### src/rtl/timer_pkg.sv
// rtl/timer_pkg.sv - shared state encoding and saturating-increment helper for the timeout timer
package timer_pkg;

  typedef enum logic [1:0] {
    ST_IDLE    = 2'd0,
    ST_COUNT   = 2'd1,
    ST_EXPIRED = 2'd2
  } state_t;

  // Callers widen to 32 bits and narrow the result back to their counter width.
  function automatic logic [31:0] sat_inc(input logic [31:0] cnt, input logic [31:0] cnt_max);
    return (cnt >= cnt_max) ? cnt_max : cnt + 32'd1;
  endfunction

endpackage

### src/rtl/timer_channel.sv
// rtl/timer_channel.sv - one qualify/timeout channel: counter, FSM, level and pulse outputs (capture under TIMER_CAPTURE_EN)
module timer_channel
  import timer_pkg::*;
#(
  parameter int CNT_W = 13
) (
  input  logic             clk,
  input  logic             rst,
  input  logic             ti,
  input  logic [CNT_W-1:0] thresh,
  output logic             to,
  output logic             to_pulse
`ifdef TIMER_CAPTURE_EN
  ,
  output logic [CNT_W-1:0] cap
`endif
);

  localparam logic [CNT_W-1:0] CNT_MAX = '1;

  logic [CNT_W-1:0] cnt;
  logic [CNT_W-1:0] cnt_n;
  state_t           state;

  always_comb begin
    cnt_n = '0;
    if (ti) cnt_n = CNT_W'(sat_inc(32'(cnt), 32'(CNT_MAX)));
  end

  // Next state is judged on the updated count against the threshold in force this cycle.
  always_ff @(posedge clk) begin
    if (rst) begin
      cnt      <= '0;
      state    <= ST_IDLE;
      to_pulse <= 1'b0;
    end else begin
      cnt      <= cnt_n;
      to_pulse <= 1'b0;
      if (!ti) begin
        state <= ST_IDLE;
      end else if (cnt_n >= thresh) begin
        state    <= ST_EXPIRED;
        to_pulse <= (state != ST_EXPIRED);
      end else begin
        state <= ST_COUNT;
      end
    end
  end

  assign to = (cnt >= thresh);

`ifdef TIMER_CAPTURE_EN
  logic ti_q;

  // On a falling edge cnt still holds the length of the run that just ended.
  always_ff @(posedge clk) begin
    if (rst) begin
      ti_q <= 1'b0;
      cap  <= '0;
    end else begin
      ti_q <= ti;
      if (ti_q && !ti) cap <= cnt;
    end
  end
`endif

endmodule

### src/rtl/multi_ch_timeout_timer.sv
// rtl/multi_ch_timeout_timer.sv - N-channel timeout timer top: threshold bank, channels, readback (TIMER_CAPTURE_EN)
module multi_ch_timeout_timer
  import timer_pkg::*;
#(
  parameter int                      NUM_CH      = 5,
  parameter int                      CNT_W       = 13,
  parameter logic [NUM_CH*CNT_W-1:0] INIT_THRESH = {13'd7998, 13'd192, 13'd0, 13'd62, 13'd193}
) (
  input  logic                      S_AXIS_ACLK,
  input  logic                      S_AXIS_ARESET,
  input  logic [NUM_CH-1:0]         ti,
  input  logic                      cfg_wr_en,
  input  logic [$clog2(NUM_CH)-1:0] cfg_ch,
  input  logic [CNT_W-1:0]          cfg_thresh,
  output logic [NUM_CH-1:0]         to,
  output logic [NUM_CH-1:0]         to_pulse,
  input  logic [$clog2(NUM_CH)-1:0] rd_ch,
  output logic [CNT_W-1:0]          rd_cnt
);

  logic [NUM_CH-1:0][CNT_W-1:0] thresh;

  // Reset wins over a same-cycle write, so a pending write is simply dropped.
  always_ff @(posedge S_AXIS_ACLK) begin
    if (S_AXIS_ARESET) begin
      thresh <= INIT_THRESH;
    end else if (cfg_wr_en && (32'(cfg_ch) < NUM_CH)) begin
      thresh[cfg_ch] <= cfg_thresh;
    end
  end

`ifdef TIMER_CAPTURE_EN
  logic [NUM_CH-1:0][CNT_W-1:0] cap;
`endif

  for (genvar i = 0; i < NUM_CH; i++) begin : g_ch
    timer_channel #(
      .CNT_W(CNT_W)
    ) u_ch (
      .clk     (S_AXIS_ACLK),
      .rst     (S_AXIS_ARESET),
      .ti      (ti[i]),
      .thresh  (thresh[i]),
      .to      (to[i]),
      .to_pulse(to_pulse[i])
`ifdef TIMER_CAPTURE_EN
      ,
      .cap     (cap[i])
`endif
    );
  end

`ifdef TIMER_CAPTURE_EN
  always_ff @(posedge S_AXIS_ACLK) begin
    if (S_AXIS_ARESET) begin
      rd_cnt <= '0;
    end else begin
      rd_cnt <= (32'(rd_ch) < NUM_CH) ? cap[rd_ch] : '0;
    end
  end
`else
  logic unused_rd_ch;
  assign unused_rd_ch = ^rd_ch;
  assign rd_cnt       = '0;
`endif

endmodule
### config.mk
export PLATFORM = sky130hd
export DESIGN_NAME = multi_ch_timeout_timer
export DESIGN_NICKNAME = d
export VERILOG_FILES = /design/src/rtl/timer_pkg.sv /design/src/rtl/timer_channel.sv /design/src/rtl/multi_ch_timeout_timer.sv
export SDC_FILE = /design/constraint.sdc
export NUM_CORES = 1
export LEC_CHECK = 0
export CAP_MARGIN = 40
export CORE_ASPECT_RATIO = 0.7
export CORE_MARGIN = 3
export CORE_UTILIZATION = 55
export CTS_CLUSTER_SIZE = 30
export DETAILED_ROUTE_END_ITERATION = 6
export PLACE_DENSITY = 0.77
export REMOVE_ABC_BUFFERS = 1
export SLEW_MARGIN = 0
export SYNTH_ARGS = -nofsm -noshare
export SYNTH_HDL_FRONTEND = slang
export SYNTH_SLANG_ARGS = --single-unit
export TNS_END_PERCENT = 30
### constraint.sdc
create_clock -name S_AXIS_ACLK -period 2.5 [get_ports S_AXIS_ACLK]
set_input_delay 0.625 -clock S_AXIS_ACLK [delete_from_list [all_inputs] [get_ports S_AXIS_ACLK]]
set_output_delay 0.625 -clock S_AXIS_ACLK [all_outputs]
set_load 0.05 [all_outputs]
# Yosys cells after proc, flatten, opt, wreduce, memory -nomap -nowiden
# Index checks and enable logic that the tools add are counted.
# Widths: inputs -> output; s select.
# classes
reduce_logical	12
n_addsub	5
eq_ne	5
n_mux	18
n_lt_le_gt_ge	18
n_bitwise	10
# ops
cell	n
$mux 13	11
$ge 13x13->1	10
$add 13x1->13 const B	5
$bwmux 65	1
$ge 13x13->1 const B	5
$demux 13 s3	1
$reduce_or 3->1	5
$mux 2	5
$ne 2x2->1 const B	5
$not 1->1	10
$reduce_or 2->1	5
$lt 3x4->1 const B	1
$ge 3x1->1 const B	1
$lt 3x3->1 const B	1
$logic_and 1x1->1	2
# totals
in_bits	27
word_cells	88
ff_bits	145

# Depth between registers and ports, before layout
# Gate-level depths: netlist of run 1.
# logic_depth
ltp_word	6
ltp_mapped	12
ltp_nobuf	11

# Hierarchy
# A second synthesis of run 1 with hierarchy kept.
# hier_totals
hier_cells	1107
hier_area_um2	9786.9
# by_module_without_submodules
module	cells_each	area_each_um2	instances
timer_channel at g_ch[0].u_ch ...	172	1423.9	2
multi_ch_timeout_timer	260	2691.3	1
timer_channel at g_ch[3].u_ch	173	1422.6	1
timer_channel at g_ch[4].u_ch	166	1421.4	1
timer_channel at g_ch[2].u_ch	164	1403.8	1

# Worst setup path before layout of run 1
# Ideal clock, no wire load.
# synth_timing
kind	register to register
from	register g_ch[1].u_ch.cnt[0]
to	register g_ch[1].u_ch.state[0]
required_time_ns	2.434
setup_slack_ns	-0.099
path_stages_with_launch	13
arrival_ns	2.533
setup_ns	0.066
path_cell_list	dfxtp_1 ha_1 a21oi_1 or4_4 buf_6 nand2_1 nand2_1 ha_1 nand2b_1 a31oi_1 o21ai_0 a211oi_1 nor2b_1
# synth_via
elab_chain_cells	5
word_cells_on_any_way	6
# synth_lines
element	line_no	source
start, declared	timer_channel.sv:21	logic [CNT_W-1:0] cnt;
start signal, assigned	timer_channel.sv:37	cnt <= cnt_n;
$add 13x1->13 or $ge 13x13->1 (tied branches)	timer_pkg.sv:12	return (cnt >= cnt_max) ? cnt_max : cnt + 32'd1;
$mux 13 *	timer_pkg.sv:12	
$mux 13 *	timer_channel.sv:27	if (ti) cnt_n = CNT_W'(sat_inc(32'(cnt), 32'(CNT_MAX)));
$ge 13x13->1 *	timer_channel.sv:41	end else if (cnt_n >= thresh) begin
$mux 2 *	timer_channel.sv:41	
end signal, assigned	timer_channel.sv:40	state <= ST_IDLE;
end signal, assigned	timer_channel.sv:42	state <= ST_EXPIRED;
end signal, assigned	timer_channel.sv:45	state <= ST_COUNT;
end, declared	timer_channel.sv:23	state_t state;
# Mark *: on every way between the ends. The rest lies on a longest branch, timed or not.
# A chain may end at the register's enable or synchronous reset.

# Worst setup path after layout of run 1
# layout_timing
from	register thresh[2] in the netlist's numbering
to	output port to[0]
# layout_via
elab_chain_cells	1
# layout_lines
element	line_no	source
start, declared	multi_ch_timeout_timer.sv:21	logic [NUM_CH-1:0][CNT_W-1:0] thresh;
start signal, assigned by index	multi_ch_timeout_timer.sv:28	thresh[cfg_ch] <= cfg_thresh;
$ge 13x13->1	timer_channel.sv:50	assign to = (cnt >= thresh);
end, declared	multi_ch_timeout_timer.sv:15	output logic [NUM_CH-1:0] to,
# Every way passes these cells.

==> metrics.cfg, run 1 <==
[timing]
finalClockSkew_ns=0.00716
finalCriticalPeriod_ns=2.76
setup_violations=20
fin_hold_ws_ns=0.456
hold_viol=0
worstMarginPinSlew_ns=0.597
slew_viol_final=0
fmax_mhz=363
maxSlewHeadroom_pct=60.2
post-route-worst-setup-slack_ns=-0.257
grt_setup_unrepaired=yes
min_period_over_period_pct=110

[pwr]
power_density_mw_per_mm2=473
vdd_drop_max_mv=0.404
total_leakage_power_nw=5.15
switchingPower_mw=1.40
clockPowerShare_pct=47.3
switching_fraction_of_total_power_pct=25.1
combPwrFrac_pct=10.1
power.sequential.fraction_pct=42.7
intPower_mw=4.18

[global_route]
grt_pass1_vias=8078
grt_overflow_total=0
grt_start_max_net_pins=30
grt_util_all_layers_pct=25.5
antenna_violations_before_repair=0
grt_pass1_wl_um=37900

[logic_synthesis]
post_synth.cell_area_avg_um2=8.10
synth_edf_count=0
synth.ff_latch_count=145
synth_warnings=0
synth_compound_gate_area_share_pct=17.1
mappedNetlistArea_mm2=0.00907
post_synthesis_share_of_cell_area_spent_on_and_or_nand_and_nor_gates_pct=20.6
synth_area_in_xor_xnor_pct=3.38
multiplexer_fraction_of_the_synthesized_cell_area_pct=0.938
synth_top_family_by_area=simple AND/OR/NAND/NOR gates
netlist_instances=1119
synthArstFlopShare_pct=0
yosys_most_used_dff=sky130_fd_sc_hd__dfxtp_1
arithmetic_cell_share_of_the_synthesized_area_counting_full_adders_half_adders_and_majority_gates_pct=18.6
seq_total_area_yosys_pct=32.0
synth.distinct_cells=49

[drt]
route.final.wire_length_um=23900
via_count=8288
route.antenna.remaining_nets=0
detailedRoute.firstIterationViolations=589
drc_errors=0
wire_per_inst_um=16.0
drt-pass1-iter-count=5
via_per_inst=5.57

[floorplanning]
pin_count=50
rows=38
die_height_um=113
starting_utilization_of_the_core_area_pct=57.3
fp.dieW_um=159
core_area_mm2=0.0158
die_area_mm2=0.0181

[clock_tree]
root_buffer=sky130_fd_sc_hd__clkbuf_16
cts_htree_levels=4
clk_latency_ns=0.43
clk_path_buf_depth=2
clk_pin_slew_ns=0.06
tritoncts.num_buffers=17
cts_sinks=145
cts.hold.buffers_added=0
tritoncts=yes

[layout]
areaGrowthSynthToFinish_pct=29.9
nNetsFinal=1418
insertedDiodeCount=0
finish.utilization_pct=74.4
layout-drive-gt1-share_pct=24.5
stdcell_area_mm2=0.0118

[worst_hold_path]
min_path_cells=2
worstHoldEndpoint=thresh[8]$_SDFFE_PP0P_
timing.hold.worst.class=register to register
timing.hold.worst.start=thresh[8]$_SDFFE_PP0P_

[worst_setup_path]
critical_path.startpoint_type=register
timing.reg2reg.worst_path_depth=14
r2r_setup_slack_ns=-0.15
worst_r2r_startpoint=g_ch[0].u_ch.cnt[0]$_SDFF_PP0_
worstSetupStartpoint=thresh[2]$_SDFFE_PP0P_
crit_path_end_kind=primary output
crit_path_required_time_ns=1.88
worst_path_arrival_time_ns=2.13
critical_path_class=register to primary output
critical_path.max_fanout=2
worst_r2r_endpoint=g_ch[0].u_ch.state[0]$_SDFF_PP0_

[placed_design]
post_dp_cell_area_mm2=0.0103
post-place-ws_ns=-0.251
port_buffers=33
gp_congestion=0.893
dpl_wire_length_um=16600

[run_status]
status=complete, but fails checks
violations=negative setup slack

[run]
cap_viol_max_count=0

[through the flow]
| stage | power, mW | TNS (ns) | cells |
|---|---|---|---|
| after floorplan | 2.69 | -1.26 | 1066 |
| after global placement | 2.88 | -2.42 | 1442 |
| after detailed placement | 2.90 | -2.90 | 1442 |
| after CTS | 5.55 | -1.73 | 1481 |
| after global routing | 5.74 | -4.58 | 1489 |
| final | 5.57 | -2.26 | 1489 |
[timing repair]
action | 4_1_cts | 5_1_grt
setup endpoints to repair | 20 | 20
setup buffers | 9 | 7
pin swaps | 40 | 33
cloned | 0 | 1
gates resized for setup | 109 | 60
[worst max-delay path, stage by stage, from the launching register on]
cell and delay [ns]:
sky130_fd_sc_hd__dfxtp_1 0.33, sky130_fd_sc_hd__inv_1 0.09, sky130_fd_sc_hd__ha_4 0.29, sky130_fd_sc_hd__a21o_1 0.15
sky130_fd_sc_hd__a31oi_4 0.04, sky130_fd_sc_hd__o21ai_1 0.15, sky130_fd_sc_hd__a21oi_1 0.10, sky130_fd_sc_hd__o211ai_1 0.33
sky130_fd_sc_hd__clkbuf_16 0.24
[flip-flops by register name (all words and copies together) (netlist names)]
register,cells
g_ch.u_ch.cnt,65
thresh,65
g_ch.u_ch.state,10
g_ch.u_ch.to_pulse,5
[area by class of cell]
type / instances / area (um^2)
multi-input combinational: 844 / 6200
fill: 1113 / 4060
clock inverter: 13 / 160
sequential: 145 / 2930
clock buffer: 19 / 443
inverter: 77 / 292
timing repair buffer: 171 / 1480
tap: 220 / 275
[placed cells by master (no fill, tap or decap), types with 4 or more instances in the layout]
master	n
sky130_fd_sc_hd__nand2b_1	14
sky130_fd_sc_hd__a21boi_1	4
sky130_fd_sc_hd__inv_1	72
sky130_fd_sc_hd__ha_4	19
sky130_fd_sc_hd__nor3_1	9
sky130_fd_sc_hd__conb_1	13
sky130_fd_sc_hd__nor3_2	4
sky130_fd_sc_hd__a211oi_2	8
sky130_fd_sc_hd__clkdlybuf4s50_1	27
sky130_fd_sc_hd__and3_1	7
sky130_fd_sc_hd__a21oi_2	19
sky130_fd_sc_hd__o21ai_1	9
sky130_fd_sc_hd__nand3b_1	19
sky130_fd_sc_hd__buf_6	20
sky130_fd_sc_hd__a21o_1	23
sky130_fd_sc_hd__dfxtp_2	16
sky130_fd_sc_hd__and4_4	4
sky130_fd_sc_hd__o21ai_0	6
sky130_fd_sc_hd__nor3b_1	6
sky130_fd_sc_hd__nand2_1	171
sky130_fd_sc_hd__buf_4	118
sky130_fd_sc_hd__clkbuf_16	18
sky130_fd_sc_hd__nand3_2	6
sky130_fd_sc_hd__clkinvlp_4	5
sky130_fd_sc_hd__nand2_2	6
sky130_fd_sc_hd__ha_1	116
sky130_fd_sc_hd__nand4_1	17
sky130_fd_sc_hd__xor2_1	18
sky130_fd_sc_hd__nand2b_4	6
sky130_fd_sc_hd__xnor2_1	17
sky130_fd_sc_hd__dfxtp_1	127
sky130_fd_sc_hd__nand3_1	32
sky130_fd_sc_hd__nor2_1	40
sky130_fd_sc_hd__o21ai_2	7
sky130_fd_sc_hd__a21oi_1	154
sky130_fd_sc_hd__a21boi_2	6
sky130_fd_sc_hd__nor2b_1	14
sky130_fd_sc_hd__inv_2	4
sky130_fd_sc_hd__and2_1	8
sky130_fd_sc_hd__a31oi_1	10
[how the worst max path moves through the flow]
stage	to	depth (start not counted)
2_1_floorplan	g_ch[2].u_ch.state[0]$_SDFF_PP0_	10
4_1_cts	to[0]	9
3_3_place_gp	g_ch[2].u_ch.state[0]$_SDFF_PP0_	10
6_report	to[0]	8
3_5_place_dp	g_ch[2].u_ch.state[0]$_SDFF_PP0_	10
5_1_grt	to[0]	8
[Yosys cell counts (18+ instances only)]
cell type / count / area share, %
sky130_fd_sc_hd__xor2_1: 18 / 1.7
sky130_fd_sc_hd__a21o_1: 23 / 1.9
sky130_fd_sc_hd__clkbuf_1: 32 / 1.3
sky130_fd_sc_hd__buf_4: 24 / 2.0
sky130_fd_sc_hd__a21oi_1: 169 / 9.3
sky130_fd_sc_hd__nand2b_1: 20 / 1.4
sky130_fd_sc_hd__nand2_1: 177 / 7.3
sky130_fd_sc_hd__nand3b_1: 19 / 1.6
sky130_fd_sc_hd__ha_1: 135 / 19
sky130_fd_sc_hd__inv_1: 77 / 3.2
sky130_fd_sc_hd__nand3_1: 38 / 2.1
sky130_fd_sc_hd__dfxtp_1: 145 / 32
sky130_fd_sc_hd__nor2_1: 45 / 1.9
[cell families after synthesis]
group	after synthesis
xor gates and xnor gates	35
other	1
DFF	145
muxes	8
adders and majority gates	135
AOI/OAI and AO/OA	267
and+or+nand+nor	386
buffers and inverters	142
[routing by layer]
layer | global-route usage, % | share of wire (%)
met5 | 0 | 0
met4 | 9.10 | 2.0
met3 | 4.17 | 6.2
met2 | 42.7 | 47
met1 | 33.6 | 44
[power by group through the flow]
stage               Combinational, mW  Clock, mW  Sequential (mW)
floorplan                       0.258          0             2.43
detailed placement              0.475          0             2.43
global placement                0.460          0             2.42
finish                          0.561       2.63             2.38
global route                    0.611       2.75             2.38
CTS                             0.524       2.65             2.38
(Power assumes the default switching activity.)
==> run 2: changes to the inputs <==
--- a/config.mk
+++ b/config.mk
@@ -11,6 +11,7 @@
 export CORE_UTILIZATION = 55
 export CTS_CLUSTER_SIZE = 30
 export DETAILED_ROUTE_END_ITERATION = 6
+export GPL_TIMING_DRIVEN = 0
 export PLACE_DENSITY = 0.77
 export REMOVE_ABC_BUFFERS = 1
 export SLEW_MARGIN = 0
==> run 2 against run 1 <==
  * The run still ends with negative setup slack left
  * Hold slack worse by 0.0019 ns
  * Sequential power barely moved
  * Sequential cell count unchanged
  * Clock-buffer cell count rose by 1
  * Largest cell class unchanged
  * Largest power group unchanged
  * Highest routed layer unchanged
==> metrics.cfg, run 2 (same netlist as run 1, synthesis figures left out) <==
[worst_hold_path]
worstHoldEndpoint=thresh[22]$_SDFFE_PP0P_
min_path_cells=2  ; unchanged
timing.hold.worst.start=thresh[22]$_SDFFE_PP0P_
timing.hold.worst.class=register to register

[timing]
hold_viol=0  ; unchanged
totalNegativeSetupSlack_ns=-1.31  ; +0.946 ns
fmax_mhz=378  ; +4.4%
finalClockSkew_ns=0.00835  ; +0.00119 ns
min_period_over_period_pct=106  ; -4.6 points
worstMarginPinSlew_ns=0.917  ; +0.320 ns
setup_violations=18  ; -10%
slew_viol_final=0  ; unchanged
maxSlewHeadroom_pct=38.5  ; -22 points
post-route-worst-setup-slack_ns=-0.142  ; +0.115 ns
grt_setup_unrepaired=yes
finalCriticalPeriod_ns=2.64  ; -0.115 ns

[clock_tree]
tritoncts.num_buffers=17  ; unchanged
clk_path_buf_depth=2  ; unchanged
clk_pin_slew_ns=0.06  ; about the same
tritoncts=yes
cts_sinks=145  ; unchanged
cts_htree_levels=4  ; unchanged
clk_latency_ns=0.43  ; about the same
root_buffer=sky130_fd_sc_hd__clkbuf_16

[floorplanning]
starting_utilization_of_the_core_area_pct=57.3  ; unchanged
fp.dieW_um=159  ; unchanged
core_area_mm2=0.0158  ; unchanged
die_height_um=113  ; unchanged
die_area_mm2=0.0181  ; unchanged
pin_count=50  ; unchanged
rows=38  ; unchanged

[placed_design]
post_dp_cell_area_mm2=0.00938  ; -9.0%
gp_congestion=0.874  ; -2.1%
dpl.cell_count=1322  ; -8.3%
post-place-ws_ns=-0.849  ; -0.598 ns
dpl_wire_length_um=15000  ; -9.8%
port_buffers=33  ; unchanged

[layout]
nNetsFinal=1330  ; -6.2%
layout-drive-gt1-share_pct=21.8  ; -2.7 points
finish.utilization_pct=70.0  ; -4.3 points
layout_commonest_cell=sky130_fd_sc_hd__nand2_1
stdcell_area_mm2=0.0111  ; -5.8%
stdcell_count=1400  ; -6.0%
areaGrowthSynthToFinish_pct=22.3
insertedDiodeCount=0  ; unchanged
layout.cells.most_common_list=sky130_fd_sc_hd__nand2_1 (173), sky130_fd_sc_hd__a21oi_1 (156), sky130_fd_sc_hd__ha_1 (114)
biggestRegsByFlops=g_ch.u_ch.cnt x65, thresh x65, g_ch.u_ch.state x10

[drt]
wire_per_inst_um=16.9  ; +5.1%
via_per_inst=5.80  ; +4.3%
detailedRoute.firstIterationViolations=743  ; +26%
via_count=8126  ; -2.0%
drc_errors=0  ; unchanged
route.antenna.remaining_nets=0  ; unchanged
drt-pass1-iter-count=5  ; unchanged
route.final.wire_length_um=23600  ; -1.1%

[worst_setup_path]
r2r_setup_slack_ns=-0.14  ; about the same
worst_r2r_startpoint=g_ch[4].u_ch.cnt[8]$_SDFF_PP0_
critPathTopFamily=simple AND/OR/NAND/NOR gates
crit_path_cell_trace=and3_4 -> nand3_4 -> or4_4 -> buf_4 -> a21boi_2 -> ha_1 -> a31oi_1 -> o21ai_2 -> a211oi_2 -> nor2b_1
crit_path_end_kind=register
critical_path_class=register to register
crit_path_required_time_ns=2.86  ; +0.98 ns
worst_r2r_endpoint=g_ch[4].u_ch.state[0]$_SDFF_PP0_
critical-path-max-stage-delay_ns=0.57  ; +0.24 ns
critical_path.max_fanout=6  ; +4
timing.reg2reg.worst_path_depth=10  ; -4
timing.critical_path.slowest_stage_cell=sky130_fd_sc_hd__or4_4
worst_path_arrival_time_ns=3.00  ; +0.87 ns
critical_path.startpoint_type=register
cp.buffers_inverters=1  ; -1

[run_status]
violations=negative setup slack
status=complete, but fails checks

[pwr]
vdd_drop_max_mv=0.366  ; -9.4%
power_density_mw_per_mm2=504  ; +6.5%
total_leakage_power_nw=4.69  ; -8.9%

[global_route]
grt_pass1_wl_um=37000  ; -2.4%
antenna_violations_before_repair=0  ; unchanged
grt_util_all_layers_pct=24.7  ; -0.75 points
grt_overflow_total=0  ; unchanged
grt_start_max_net_pins=44  ; +47%
grt_pass1_vias=7721  ; -4.4%

[run]
cap_viol_max_count=0  ; unchanged

==> run 2: how the worst max path moves through the flow <==
stage | to | depth (start not counted) | slack [ns] | from
2_1_floorplan | g_ch[2].u_ch.state[0]$_SDFF_PP0_ | 10 | -0.20 | g_ch[2].u_ch.cnt[3]$_SDFF_PP0_
3_5_place_dp | g_ch[2].u_ch.state[0]$_SDFF_PP0_ | 10 | -0.85 | g_ch[2].u_ch.cnt[3]$_SDFF_PP0_
3_3_place_gp | g_ch[4].u_ch.to_pulse$_SDFF_PP0_ | 3 | -1.42 | S_AXIS_ARESET
4_1_cts | to[2] | 8 | -0.17 | thresh[28]$_SDFFE_PP0P_
6_report | g_ch[4].u_ch.state[0]$_SDFF_PP0_ | 10 | -0.14 | g_ch[4].u_ch.cnt[8]$_SDFF_PP0_
5_1_grt | g_ch[4].u_ch.to_pulse$_SDFF_PP0_ | 10 | -0.25 | g_ch[4].u_ch.cnt[1]$_SDFF_PP0_
==> run 2: per-stage QoR <==
stage	power, mW	hold slack, ns
after global placement	2.84	0.443
final	5.59	0.454
after detailed placement	2.86	0.447
after floorplan	2.69	0.430
after global routing	5.75	0.469
after CTS	5.54	0.454
==> run 2: power breakdown <==
part           internal [mW]  leakage [nW]  total [mW]  switching (mW)
clock                   1.68         0.292        2.70            1.02
combinational          0.194          3.19       0.513           0.319
sequential              2.34          1.20        2.37          0.0303
==> run 2: layout make-up <==
type | instances | area, um^2
Clock buffer | 20 | 447
Timing Repair Buffer | 80 | 718
Inverter | 77 | 293
Sequential cell | 145 | 3010
Clock inverter | 11 | 163
Fill cell | 1233 | 4740
Multi-Input combinational cell | 847 | 6180
Tap cell | 220 | 275
==> run 2: worst register-to-register path, stage by stage (launching register included) <==
cell and delay (ns):
sky130_fd_sc_hd__dfxtp_4 0.39, sky130_fd_sc_hd__and3_4 0.21, sky130_fd_sc_hd__nand3_4 0.09, sky130_fd_sc_hd__or4_4 0.57
sky130_fd_sc_hd__buf_4 0.18, sky130_fd_sc_hd__a21boi_2 0.13, sky130_fd_sc_hd__ha_1 0.24, sky130_fd_sc_hd__a31oi_1 0.26
sky130_fd_sc_hd__o21ai_2 0.10, sky130_fd_sc_hd__a211oi_2 0.26, sky130_fd_sc_hd__nor2b_1 0.15
==> run 2: what timing repair did <==
action,in CTS,in global routing
resized for setup,135,106
gates cloned,3,0
hold buffers,0,0
setup endpoints to repair,20,20
buffers inserted,28,16
pin swaps,45,34
==> run 2: layer usage <==
metal / GRT usage [%] / up-vias / wire length [um]
met3: 5.19 / 50 / 1400
met4: 8.45 / 0 / 519
met2: 40.7 / 271 / 11100
met1: 32.6 / 3840 / 10600
met5: 0 / - / 0
li1: - / 3965 / -
==> run 3: changes to the inputs <==
--- a/config.mk
+++ b/config.mk
@@ -6,10 +6,10 @@
 export NUM_CORES = 1
 export LEC_CHECK = 0
 export CAP_MARGIN = 40
-export CORE_ASPECT_RATIO = 0.7
+export CORE_ASPECT_RATIO = 0.75
 export CORE_MARGIN = 3
 export CORE_UTILIZATION = 55
-export CTS_CLUSTER_SIZE = 30
+export CTS_CLUSTER_SIZE = 20
 export DETAILED_ROUTE_END_ITERATION = 6
 export GPL_TIMING_DRIVEN = 0
 export PLACE_DENSITY = 0.77
==> run 3 against run 2 <==
  * The flow still finishes with violations (negative setup slack)
  * Routed wire length shrank 4.9%
  * Clock skew is essentially flat
  * Sequential cell count is the same
  * Critical path depth shrank 2
  * Critical path type is now register to primary output
  * Power shrank 3.7%
  * Clock power shrank 7.4%
  * Largest cell class unchanged
  * Non-clock buffer count shrank 1
  * Setup slack lost 0.025 ns
  * Highest routed layer unchanged
==> metrics.cfg, run 3 (same netlist as run 1, synthesis figures left out) <==
[layout]
stdcell_area_mm2=0.0110  ; -0.59%
filler_cell_count=1166  ; -5.4%
nNetsFinal=1328  ; -0.15%
layout-drive-gt1-share_pct=22.0  ; +0.19 points
layout_commonest_cell=sky130_fd_sc_hd__nand2_1
biggestRegsByFlops=g_ch.u_ch.cnt x65, thresh x65, g_ch.u_ch.state x10
areaGrowthSynthToFinish_pct=21.6
insertedDiodeCount=0  ; unchanged
layout.cells.most_common_list=sky130_fd_sc_hd__nand2_1 (172), sky130_fd_sc_hd__a21oi_1 (158), sky130_fd_sc_hd__ha_1 (113)
finish.utilization_pct=70.4  ; +0.34 points

[worst_setup_path]
worstSetupEndpoint=to[2]
critical-path-max-stage-delay_ns=0.33  ; -0.24 ns
worst_path_arrival_time_ns=2.04  ; -0.96 ns
timing.critical_path.slowest_stage_cell=sky130_fd_sc_hd__dfxtp_2
worstSetupStartpoint=thresh[28]$_SDFFE_PP0P_
critical_path.startpoint_type=register
critical_path.max_fanout=2  ; -4
worst_r2r_startpoint=g_ch[4].u_ch.cnt[8]$_SDFF_PP0_
crit_path_end_kind=primary output
crit_path_cell_trace=inv_2 -> ha_4 -> a21o_1 -> a31oi_4 -> o21ai_2 -> a221oi_2 -> o21ai_1 -> buf_6
r2r_setup_slack_ns=-0.14  ; about the same
crit_path_required_time_ns=1.88  ; -0.98 ns
worst_r2r_endpoint=g_ch[4].u_ch.state[0]$_SDFF_PP0_
timing.reg2reg.worst_path_depth=11  ; +1
critical_path_class=register to primary output

[timing]
finalCriticalPeriod_ns=2.67  ; +0.0248 ns
maxSlewHeadroom_pct=39.8  ; +1.3 points
slew_viol_final=0  ; unchanged
post-route-worst-setup-slack_ns=-0.167  ; -0.0248 ns
fmax_mhz=375  ; -0.93%
finalClockSkew_ns=0.00810  ; -0.000251 ns
grt_setup_unrepaired=yes
worstMarginPinSlew_ns=0.898  ; -0.0191 ns
totalNegativeSetupSlack_ns=-1.24  ; +0.0754 ns
setup_violations=13  ; -5
fin_hold_ws_ns=0.452  ; -0.00236 ns
hold_viol=0  ; unchanged
min_period_over_period_pct=107  ; +0.99 points

[worst_hold_path]
timing.hold.worst.class=register to register
timing.hold.worst.start=thresh[32]$_SDFFE_PP0P_

[floorplanning]
die_area_mm2=0.0181  ; about the same
rows=39  ; +2.6%
core_area_mm2=0.0157  ; -1.1%
pin_count=50  ; unchanged
fp.dieW_um=154  ; -3.3%
die_height_um=117  ; +3.3%
starting_utilization_of_the_core_area_pct=57.9  ; +0.62 points

[pwr]
combPwrFrac_pct=9.4  ; +0.2 points
vdd_drop_max_mv=0.387  ; +5.8%
power_density_mw_per_mm2=488  ; -3.2%
switching_fraction_of_total_power_pct=26.8  ; +2.3 points
clockPowerShare_pct=46.6  ; -1.8 points
intPower_mw=3.94  ; -6.7%
switchingPower_mw=1.44  ; +5.2%
total_leakage_power_nw=4.64  ; -0.98%
power.sequential.fraction_pct=44.0  ; +1.6 points

[global_route]
grt_util_all_layers_pct=24.8  ; +0.084 points
grt_start_max_net_pins=49  ; +11%
grt_overflow_total=0  ; unchanged
grt_pass1_vias=7606  ; -1.5%
grt_pass1_wl_um=36600  ; -0.95%
antenna_violations_before_repair=0  ; unchanged

[clock_tree]
clk_path_buf_depth=2  ; unchanged
root_buffer=sky130_fd_sc_hd__clkbuf_16
clk_pin_slew_ns=0.06  ; about the same
cts_sinks=145  ; unchanged
cts_htree_levels=4  ; unchanged
tritoncts=yes
clk_latency_ns=0.42  ; about the same
tritoncts.num_buffers=17  ; unchanged
cts.hold.buffers_added=0  ; unchanged

[run_status]
violations=negative setup slack
status=complete, but fails checks

[placed_design]
dpl_wire_length_um=14700  ; -1.7%
post_dp_cell_area_mm2=0.00938  ; about the same
port_buffers=33  ; unchanged
gp_congestion=0.844  ; -3.5%

[drt]
route.final.wire_length_um=22500  ; -4.9%
via_per_inst=5.73  ; -1.3%
wire_per_inst_um=16.2  ; -3.8%
via_count=7932  ; -2.4%
drc_errors=0  ; unchanged
detailedRoute.firstIterationViolations=536  ; -28%
drt-pass1-iter-count=5  ; unchanged
route.antenna.remaining_nets=0  ; unchanged

[run]
cap_viol_max_count=0  ; unchanged

run 3: area by class of cell:
cell class / count / area, um^2 / area share (%)
Multi-Input combinational cell: 846 / 6160 / 55.9
Sequential cell: 145 / 3020 / 27.4
Tap cell: 205 / 256 / 2.33
Inverter: 77 / 289 / 2.62
Timing Repair Buffer: 79 / 727 / 6.59
Clock buffer: 18 / 429 / 3.89
Clock inverter: 14 / 145 / 1.32
run 3: metrics by stage:
step	total power [mW]	setup WS [ns]	instances
after floorplan	2.69	-0.200	1066
after global placement	2.84	-1.39	1304
after detailed placement	2.85	-0.631	1307
after CTS	5.38	-0.171	1380
after global routing	5.56	-0.244	1384
final	5.38	-0.167	1384
run 3: repair_timing:
action                                  4_1_cts  5_1_grt
gates resized for setup                     177       59
pin swaps                                    51       20
buffers inserted                             38        3
endpoints found under the setup margin       20       20
cloned                                        3        0
run 3: metal layers:
layer  GRT usage [%]  wire length, um  vias to the layer above
met5               0                0                        -
met3            5.84             1370                       35
li1                -                -                     3958
met4            6.06              333                        0
met1            33.4            10300                     3713
met2            40.8            10400                      226
run 3: worst min path at each step:
| stage | end | slack [ns] | cells past startpoint |
|---|---|---|---|
| CTS | thresh[44]$_SDFFE_PP0P_ | 0.45 | 2 |
| global route | thresh[33]$_SDFFE_PP0P_ | 0.48 | 2 |
| floorplan | thresh[10]$_SDFFE_PP0P_ | 0.43 | 2 |
| finish | thresh[32]$_SDFFE_PP0P_ | 0.45 | 2 |
| detailed placement | thresh[10]$_SDFFE_PP0P_ | 0.45 | 2 |
| global placement | thresh[10]$_SDFFE_PP0P_ | 0.44 | 2 |
run 3: power by group through the flow:
stage                     registers [mW]  clock network [mW]  logic, mW
after floorplan                     2.43                   0      0.258
after CTS                           2.37                2.52      0.485
after global routing                2.37                2.64      0.557
after detailed placement            2.43                   0      0.423
final                               2.37                2.50      0.508
after global placement              2.43                   0      0.408
run 3: critical path: cells and delay by family (launching register included):
family | cells | cell delay, ns
compound gates | 5 | 0.84
buf+inv | 2 | 0.25
flops | 1 | 0.33
fa+ha+maj | 1 | 0.21
